**src/rtl/rf_sort_sequencer_pkg.sv**
```systemverilog
// Shared definitions for the register-file sort sequencer and its neighbours
// (RegisterFile, Controller). Holds the default bus widths, the sort
// direction encodings and the sequencer state type.
package rf_sort_sequencer_pkg;

  // Default widths: 8-entry x 4-bit register file, swap count up to 28.
  localparam int SORT_ADDR_W = 3;
  localparam int SORT_DATA_W = 4;
  localparam int SORT_CNT_W  = 5;

  // Encodings of the 'descending' request bit.
  localparam logic DIR_ASC  = 1'b0;
  localparam logic DIR_DESC = 1'b1;

  typedef enum logic [2:0] {
    IDLE,
    COMPARE,
    SWAP_A,
    SWAP_B,
    DONE
  } sort_state_t;

endpackage

```
**src/rtl/rf_sort_sequencer_if.sv**
```systemverilog
// Bundle of the sort sequencer's request/status signals and its view of the
// register file's two read ports and one write port.
//   slave  : the sequencer (takes the request, drives RF addresses/writes)
//   master : the Controller + register file side
interface rf_sort_sequencer_if
  import rf_sort_sequencer_pkg::*;
#(
  parameter int ADDR_W = SORT_ADDR_W,
  parameter int DATA_W = SORT_DATA_W,
  parameter int CNT_W  = SORT_CNT_W
);

  logic              start;
  logic              descending;
  logic [ADDR_W-1:0] lo_addr;
  logic [ADDR_W-1:0] hi_addr;
  logic [ADDR_W-1:0] rd_ad1;
  logic [ADDR_W-1:0] rd_ad2;
  logic [DATA_W-1:0] rd_d1;
  logic [DATA_W-1:0] rd_d2;
  logic              wr_en;
  logic [ADDR_W-1:0] wr_addr;
  logic [DATA_W-1:0] wr_data;
  logic              busy;
  logic              done;
  logic [CNT_W-1:0]  swap_cnt;

  modport slave (
    input  start, descending, lo_addr, hi_addr, rd_d1, rd_d2,
    output rd_ad1, rd_ad2, wr_en, wr_addr, wr_data, busy, done, swap_cnt
  );

  modport master (
    output start, descending, lo_addr, hi_addr, rd_d1, rd_d2,
    input  rd_ad1, rd_ad2, wr_en, wr_addr, wr_data, busy, done, swap_cnt
  );

endinterface

```
**src/rtl/rf_sort_sequencer_order_cmp.sv**
```systemverilog
// Combinational ordering test for one adjacent pair of register values.
// Ports:
//   a_i, b_i        : values at idx and idx+1 (unsigned)
//   descending_i    : requested direction (DIR_ASC / DIR_DESC)
//   out_of_order_o  : 1 when the pair must be swapped; equal values never swap
module sort_order_cmp
  import rf_sort_sequencer_pkg::*;
#(
  parameter int DATA_W = SORT_DATA_W
) (
  input  logic [DATA_W-1:0] a_i,
  input  logic [DATA_W-1:0] b_i,
  input  logic              descending_i,
  output logic              out_of_order_o
);

  // Strict comparisons keep equal elements where they are.
  always_comb begin
    if (descending_i == DIR_DESC) begin
      out_of_order_o = (a_i < b_i);
    end else begin
      out_of_order_o = (a_i > b_i);
    end
  end

endmodule

```
**src/rtl/rf_sort_sequencer.sv**
```systemverilog
// In-place bubble sort (with early exit) of RF[lo..hi], ascending or
// descending. While busy the sequencer owns both RF read ports and the
// write port; a swap takes two write cycles (SWAP_A writes idx, SWAP_B
// writes idx+1).
// Ports:
//   CLK, reset : clock, asynchronous active-high reset
//   bus        : slave side of rf_sort_sequencer_if (request, RF ports,
//                busy/done status, swap counter)
module rf_sort_sequencer
  import rf_sort_sequencer_pkg::*;
#(
  parameter int ADDR_W = SORT_ADDR_W,
  parameter int DATA_W = SORT_DATA_W,
  parameter int CNT_W  = SORT_CNT_W
) (
  input logic                CLK,
  input logic                reset,
  rf_sort_sequencer_if.slave bus
);

  sort_state_t       state_q;
  logic [ADDR_W-1:0] idx_q, limit_q, lo_q;
  logic              dir_q, swapped_q;
  logic [DATA_W-1:0] a_q;
  logic [ADDR_W-1:0] rdAd1_q, rdAd2_q, wrAddr_q;
  logic [DATA_W-1:0] wrData_q;
  logic              wrEn_q, busy_q, done_q;
  logic [CNT_W-1:0]  swapCnt_q;

  logic              outOfOrder;
  logic [ADDR_W-1:0] idxInc;
  logic              swappedEff;
  logic              passEnd;
  logic              sortEnd;
  logic              doAdvance;
  logic [ADDR_W-1:0] idx_d, limit_d;
  logic              swapped_d;

  sort_order_cmp #(.DATA_W(DATA_W)) u_cmp (
    .a_i            (bus.rd_d1),
    .b_i            (bus.rd_d2),
    .descending_i   (dir_q),
    .out_of_order_o (outOfOrder)
  );

  // Advance decision shared by an in-order COMPARE and by SWAP_B. In SWAP_B
  // the pair just swapped counts as a swap in this pass even though
  // swapped_q has not been updated yet. A pass that ends with the limit one
  // above lo has nothing left to compare, so the sort stops there.
  always_comb begin
    idxInc     = idx_q + ADDR_W'(1);
    swappedEff = (state_q == SWAP_B) || swapped_q;
    passEnd    = !(idxInc < limit_q);
    sortEnd    = !swappedEff || ((limit_q - ADDR_W'(1)) == lo_q);
    doAdvance  = ((state_q == COMPARE) && !outOfOrder) || (state_q == SWAP_B);
    idx_d      = passEnd ? lo_q : idxInc;
    limit_d    = passEnd ? (limit_q - ADDR_W'(1)) : limit_q;
    swapped_d  = passEnd ? 1'b0 : swappedEff;
  end

  // Sequencer FSM. All outputs are registered and set for the state being
  // entered, so the RF addresses never depend combinationally on start.
  // wr_data for SWAP_A is captured straight from rd_d2 in COMPARE, which
  // doubles as the latch of the second element.
  always_ff @(posedge CLK or posedge reset) begin
    if (reset) begin
      state_q   <= IDLE;
      idx_q     <= '0;
      limit_q   <= '0;
      lo_q      <= '0;
      dir_q     <= DIR_ASC;
      swapped_q <= 1'b0;
      a_q       <= '0;
      rdAd1_q   <= '0;
      rdAd2_q   <= '0;
      wrAddr_q  <= '0;
      wrData_q  <= '0;
      wrEn_q    <= 1'b0;
      busy_q    <= 1'b0;
      done_q    <= 1'b0;
      swapCnt_q <= '0;
    end else begin
      wrEn_q <= 1'b0;
      done_q <= 1'b0;

      case (state_q)
        IDLE: begin
          busy_q <= 1'b0;
          if (bus.start) begin
            lo_q      <= bus.lo_addr;
            limit_q   <= bus.hi_addr;
            dir_q     <= bus.descending;
            idx_q     <= bus.lo_addr;
            swapped_q <= 1'b0;
            swapCnt_q <= '0;
            if (bus.lo_addr >= bus.hi_addr) begin
              state_q <= DONE;
              done_q  <= 1'b1;
            end else begin
              state_q <= COMPARE;
              busy_q  <= 1'b1;
              rdAd1_q <= bus.lo_addr;
              rdAd2_q <= bus.lo_addr + ADDR_W'(1);
            end
          end
        end

        COMPARE: begin
          if (outOfOrder) begin
            a_q      <= bus.rd_d1;
            state_q  <= SWAP_A;
            wrEn_q   <= 1'b1;
            wrAddr_q <= idx_q;
            wrData_q <= bus.rd_d2;
          end
        end

        SWAP_A: begin
          state_q  <= SWAP_B;
          wrEn_q   <= 1'b1;
          wrAddr_q <= idxInc;
          wrData_q <= a_q;
        end

        SWAP_B: begin
          swapped_q <= 1'b1;
          swapCnt_q <= swapCnt_q + CNT_W'(1);
        end

        DONE: begin
          state_q <= IDLE;
          busy_q  <= 1'b0;
        end

        default: begin
          state_q <= IDLE;
          busy_q  <= 1'b0;
        end
      endcase

      if (doAdvance) begin
        if (passEnd && sortEnd) begin
          state_q <= DONE;
          done_q  <= 1'b1;
          busy_q  <= 1'b0;
        end else begin
          state_q   <= COMPARE;
          idx_q     <= idx_d;
          limit_q   <= limit_d;
          swapped_q <= swapped_d;
          rdAd1_q   <= idx_d;
          rdAd2_q   <= idx_d + ADDR_W'(1);
        end
      end
    end
  end

  assign bus.rd_ad1   = rdAd1_q;
  assign bus.rd_ad2   = rdAd2_q;
  assign bus.wr_en    = wrEn_q;
  assign bus.wr_addr  = wrAddr_q;
  assign bus.wr_data  = wrData_q;
  assign bus.busy     = busy_q;
  assign bus.done     = done_q;
  assign bus.swap_cnt = swapCnt_q;

endmodule

```
**src/flat_wrapper.sv**
```systemverilog
// flat-port wrapper written by rule: the top's interface ports become plain ports
module rf_sort_sequencer_flat import rf_sort_sequencer_pkg::*;
#(
  parameter int ADDR_W = SORT_ADDR_W,
  parameter int DATA_W = SORT_DATA_W,
  parameter int CNT_W  = SORT_CNT_W
)
  (CLK, reset, bus_start, bus_descending, bus_lo_addr, bus_hi_addr, bus_rd_d1, bus_rd_d2, bus_rd_ad1, bus_rd_ad2, bus_wr_en, bus_wr_addr, bus_wr_data, bus_busy, bus_done, bus_swap_cnt);
  rf_sort_sequencer_if #(.ADDR_W(ADDR_W), .DATA_W(DATA_W), .CNT_W(CNT_W)) bus_i ();
  input logic CLK;
  input logic reset;
  input wire logic [$bits(bus_i.start)-1:0] bus_start;
  input wire logic [$bits(bus_i.descending)-1:0] bus_descending;
  input wire logic [$bits(bus_i.lo_addr)-1:0] bus_lo_addr;
  input wire logic [$bits(bus_i.hi_addr)-1:0] bus_hi_addr;
  input wire logic [$bits(bus_i.rd_d1)-1:0] bus_rd_d1;
  input wire logic [$bits(bus_i.rd_d2)-1:0] bus_rd_d2;
  output wire logic [$bits(bus_i.rd_ad1)-1:0] bus_rd_ad1;
  output wire logic [$bits(bus_i.rd_ad2)-1:0] bus_rd_ad2;
  output wire logic [$bits(bus_i.wr_en)-1:0] bus_wr_en;
  output wire logic [$bits(bus_i.wr_addr)-1:0] bus_wr_addr;
  output wire logic [$bits(bus_i.wr_data)-1:0] bus_wr_data;
  output wire logic [$bits(bus_i.busy)-1:0] bus_busy;
  output wire logic [$bits(bus_i.done)-1:0] bus_done;
  output wire logic [$bits(bus_i.swap_cnt)-1:0] bus_swap_cnt;
  assign bus_i.start = bus_start;
  assign bus_i.descending = bus_descending;
  assign bus_i.lo_addr = bus_lo_addr;
  assign bus_i.hi_addr = bus_hi_addr;
  assign bus_i.rd_d1 = bus_rd_d1;
  assign bus_i.rd_d2 = bus_rd_d2;
  assign bus_rd_ad1 = bus_i.rd_ad1;
  assign bus_rd_ad2 = bus_i.rd_ad2;
  assign bus_wr_en = bus_i.wr_en;
  assign bus_wr_addr = bus_i.wr_addr;
  assign bus_wr_data = bus_i.wr_data;
  assign bus_busy = bus_i.busy;
  assign bus_done = bus_i.done;
  assign bus_swap_cnt = bus_i.swap_cnt;
  rf_sort_sequencer #(.ADDR_W(ADDR_W), .DATA_W(DATA_W), .CNT_W(CNT_W)) u_core (.CLK(CLK), .reset(reset), .bus(bus_i));
endmodule
```
**config.mk**
```make
export PLATFORM = sky130hd
export DESIGN_NAME = rf_sort_sequencer_flat
export DESIGN_NICKNAME = d
export VERILOG_FILES = /design/src/rtl/rf_sort_sequencer_pkg.sv /design/src/rtl/rf_sort_sequencer_if.sv /design/src/rtl/rf_sort_sequencer_order_cmp.sv /design/src/rtl/rf_sort_sequencer.sv /design/src/flat_wrapper.sv
export SDC_FILE = /design/constraint.sdc
export NUM_CORES = 1
export LEC_CHECK = 0
export BUFFER_PORTS_ARGS = -buffer_cell sky130_fd_sc_hd__buf_2
export CORE_ASPECT_RATIO = 0.8
export CORE_UTILIZATION = 50
export CTS_CLUSTER_SIZE = 14
export DETAILED_ROUTE_END_ITERATION = 8
export PLACE_DENSITY = 0.73
export SYNTH_ARGS = -nofsm -noshare
export SYNTH_HDL_FRONTEND = slang
export SYNTH_SLANG_ARGS = --single-unit
```
**constraint.sdc**
```tcl
create_clock -name CLK -period 3.2 [get_ports CLK]
set_input_delay 0.64 -clock CLK [delete_from_list [all_inputs] [get_ports CLK]]
set_output_delay 0.64 -clock CLK [all_outputs]
set_load 0.01 [all_outputs]
```
==> out/summary.md <==
The flow ran to the end, and the final reports show no timing, DRC or antenna violations. The most used flip-flop cell after synthesis is dfrtp_1. The number of synthesized flops with an enable pin is 0, and the transition at the pin with the smallest max-transition slack is 0.649 ns. The run gives 7280 um as the wire length of the first global-routing pass. The type of destination of the critical path is a flop. The total of endpoints with negative setup slack in the final report came out at 0.

The number of nets handed over by synthesis was 249. Data on the critical path is required at its endpoint by 3.38 ns. Power spread over the standard cell area amounts to 1030 nW/um^2. Number of buffers inserted by hold repair at cts: 0. Dividing the synthesized area by the synthesized cell count gives 10.1 um^2. Cell seen most often among critical-path stages: ha_1. The most common cell in the synthesized netlist is dfrtp_1. The type of the worst min-delay path is input pin to async pin. The maximum clock frequency is 375 MHz, and the number of buffer and inverter instances along the worst setup path is 0. The detail-routed net length per standard cell came out at 13.5 um. TritonCTS built the clock tree. The analysis attributes to net switching a power of 0.00108 W.

The number of port buffers was 38. For this block, the via count after detailed routing is 1,709. The critical path goes through ha_1, xor2_1, ha_1, a21oi_1, o21ai_2, and2_4, nor3_2, nor2_1, a221o_1.

In this run the horizontal extent of the chip is 75.9 um. For this run, the number of Yosys warnings is 0. Across all hold checks on the routed design, the worst slack comes to 0.428 ns.

The tools report the end of the worst register-to-register path as u_core.idx_q[1]$_DFF_PP0_. Launching element type of the critical path: a flop. For the final-report hold violation count, the log shows 0.

The critical path ends at u_core.idx_q[1]$_DFF_PP0_. In this run the number of cells on the critical path is 9. Across every metal layer, demand over resource in global routing totals 20.3%. Of the available clock period, the critical path in the final layout requires 83.3%. The critical register-to-register path startpoint is u_core.idx_q[0]$_DFF_PP0_. The clock period minus worst slack was 2.66 ns; the synthesized instance count was 217. The internal power of the cells totals 0.00151 W. The logs give 19 for the pin count of the biggest net entering global routing and 52.4% for the initial core utilization.

The setup skew after layout was 0.00481 ns; the number of DRC violations after detailed-routing iteration 0 was 81. The worst-case register-to-register setup slack came out at 0.54 ns. For this run the aggregate overflow at the end of global routing stands at 0. The logs give 2 for the total number of H-tree levels and 39 for the I/O pin count.

Slowest library cell on the worst path: dfrtp_1. The clock passes through at most 2 buffers. Along the worst path, the maximum fanout reaches 7.

IR analysis of the VDD net gives a maximum drop of 0.458 mV. In this run the biggest area consumer among cell types represents 44.6% of the synthesized area. Across the run, the number of max-cap violations was 0.

The run gives 292 as the post-layout net count. The total iterations of the first detailed-routing run was 6. Clock latency on the worst-skew pair, taken at its later pin, is 0.29 ns. Met3 track demand over resource: 4.00%.

The switching fraction of total power was 41.6%. For the final max-slew violation count, the log shows 0. Dividing the detail-routed via count by the number of cells gives 5.37. Number of antenna violations at the first check in global routing: 0. The run gives 0.773 as the placer congestion estimate. Global routing consumed, on the met1 layer, 28.8% of the routing resources. Row generation in the floorplan step produced 21 rows. The worst register-to-register path has a depth of 9. Sorting the synthesized cells by how often they occur yields dfrtp_1, nand2_1, nor2_1. The final core utilization was 60.3%. The tree built by TritonCTS fans out to 39 sinks. Fill cells in the final layout number 373.

The root buffer cell was clkbuf_8. The run gives 0 as the number of antenna-violating nets in the routed design. The half-perimeter wire length of the detailed placement result is 3290 um, and the die area is 4640 um^2. Clock-pin slew was measured on the worst setup and hold paths at 0.07 ns. Largest area contributor in the netlist: dfrtp_1. Once the clock tree was built, the setup fixing pass inserted 0 buffers.

The worst path arrival time is 2.84 ns. After routing, the total negative slack on setup checks comes to 0 ns. Share of synthesized registers carrying an async set or reset: 100%. The ratio of cells with drive above 1 in the final layout is 27.2%. The gate family responsible for the most delay along the worst path was simple AND/OR/NAND/NOR gates. Yosys attributes the largest share of cell area to dfrtp_1, ha_1, nand2_1. The tools report the met2 capacity usage during global routing as 32.7%. The start-to-end type of the worst setup path is flop to flop. The delay of the slowest cell on the worst path is 0.44 ns.

From bottom edge to top edge, the die measures 61.2 um. The cell area after technology mapping came out at 2190 um^2. The logs give 44.6% for the sequential element share of the synthesized area and 4280 um for the total length of routed wires. After floorplanning, the core was sized to cover 4180 um^2. met2 is the most crowded layer. The run gives 1,573 as the via count of the first global-routing pass. The post-synthesis register bit count came out at 39. The number of clock buffers added by TritonCTS is 5. The design draws 0.00258 W.

Setup repair after global routing left no endpoint under its margin. The tools report the post-cts repair resize count as 0. For the number of antenna repair diodes, the log shows 0. The netlist uses 50 different library cells. The tools report the launch point of the worst path as u_core.idx_q[0]$_DFF_PP0_.

Compared with the post-synthesis result, the final layout area differs by 15.3%. In the routed design, unresolved DRC markers number 0. The proportion of power drawn by flip-flops and latches came out at 33.9%. The leakage power figure was 1.27 nW.

For the normalized max-slew margin, the log shows 56.7%. Of the total power, combinational logic draws 53.7%. The clock network accounts for 12.4% of the total power.
## final cells by class
| cell class | instances | area [um^2] | area share (%) |
|---|---|---|---|
| multi-input combinational | 157 | 1110 | 44.0 |
| sequential | 39 | 976 | 38.7 |
| timing repair buffer | 43 | 228 | 9.03 |
| clock buffer | 6 | 72.6 | 2.88 |
| tap | 57 | 71.3 | 2.83 |
| inverter | 14 | 52.6 | 2.08 |
| clock inverter | 2 | 12.5 | 0.496 |
## cells by family after synthesis
kind of cell / after synthesis / share of synthesized area, %
AO/OA/AOI/OAI: 63 / 20.5
XOR/XNOR: 7 / 3.49
adder cells (fa/ha/maj): 14 / 8.01
buffers and inverters: 21 / 4.69
flip-flops: 39 / 44.6
multiplexers: 9 / 4.35
AND/OR/NAND/NOR: 64 / 14.4
## per-stage QoR
stage               std cells  cell area, um^2  setup WS, ns
global route              318             2520         0.372
global placement          310             2440         0.428
CTS                       318             2520         0.527
floorplan                 217             2190         0.760
finish                    318             2520         0.536
detailed placement        310             2440         0.406
## power groups by stage
stage                     registers [W]  clock network, W  logic, W
after CTS                      0.000874          0.000330   0.00140
after detailed placement       0.000882                 0   0.00138
after global placement         0.000878                 0   0.00137
after floorplan                0.000893                 0   0.00103
after global routing           0.000905          0.000356   0.00155
final                          0.000875          0.000322   0.00139
## how the worst min path moves through the flow
stage / from / to / slack, ns / depth (start not counted)
final: reset / u_core.a_q[2]$_DFFE_PP0P_ / 0.43 / 2
after global routing: reset / u_core.bus.swap_cnt[0]$_DFFE_PP0P_ / 0.48 / 2
after detailed placement: u_core.bus.wr_data[0]$_DFFE_PP0P_ / u_core.bus.wr_data[0]$_DFFE_PP0P_ / 0.48 / 1
after floorplan: u_core.a_q[0]$_DFFE_PP0P_ / u_core.a_q[0]$_DFFE_PP0P_ / 0.45 / 2
after global placement: u_core.a_q[0]$_DFFE_PP0P_ / u_core.a_q[0]$_DFFE_PP0P_ / 0.47 / 2
after CTS: reset / u_core.a_q[2]$_DFFE_PP0P_ / 0.45 / 2
## placed cells by master, fill, tap and decap left out, types with 2 or more instances in the layout
cell type	Yosys	final
dfrtp_1	39	39
buf_2	1	38
nand2_1	25	25
nor2_1	20	20
o21ai_0	15	15
inv_1	14	14
a21oi_1	14	14
ha_1	14	14
o22a_1	5	5
mux2i_1	5	5
clkbuf_8	0	5
buf_4	0	5
xnor2_1	4	4
mux2_2	4	4
o21a_1	4	4
nand3_1	3	3
nand2b_1	3	3
o21ai_2	3	3
and2_1	2	2
o221a_2	2	2
a211o_1	2	2
xor2_1	2	2
a21o_1	2	2
o21bai_1	2	2
a221o_1	2	2
## metal layers
layer	vias up	routed length (um)
li1	858	-
met1	813	2180
met2	36	1940
met3	2	153
met4	0	10
met5	-	0
## flip-flops by register name, summed over array words and instances (netlist names)
signal,flops
u_core.bus.rd_ad1,3
u_core.bus.swap_cnt,5
u_core.swapped_q,1
u_core.lo_q,3
u_core.state_q,3
u_core.bus.done,1
u_core.bus.busy,1
u_core.bus.wr_data,4
u_core.bus.wr_en,1
u_core.dir_q,1
u_core.limit_q,3
u_core.a_q,4
u_core.idx_q,3
u_core.bus.wr_addr,3
u_core.bus.rd_ad2,3
Note: power is estimated with default switching activity, not from simulation.
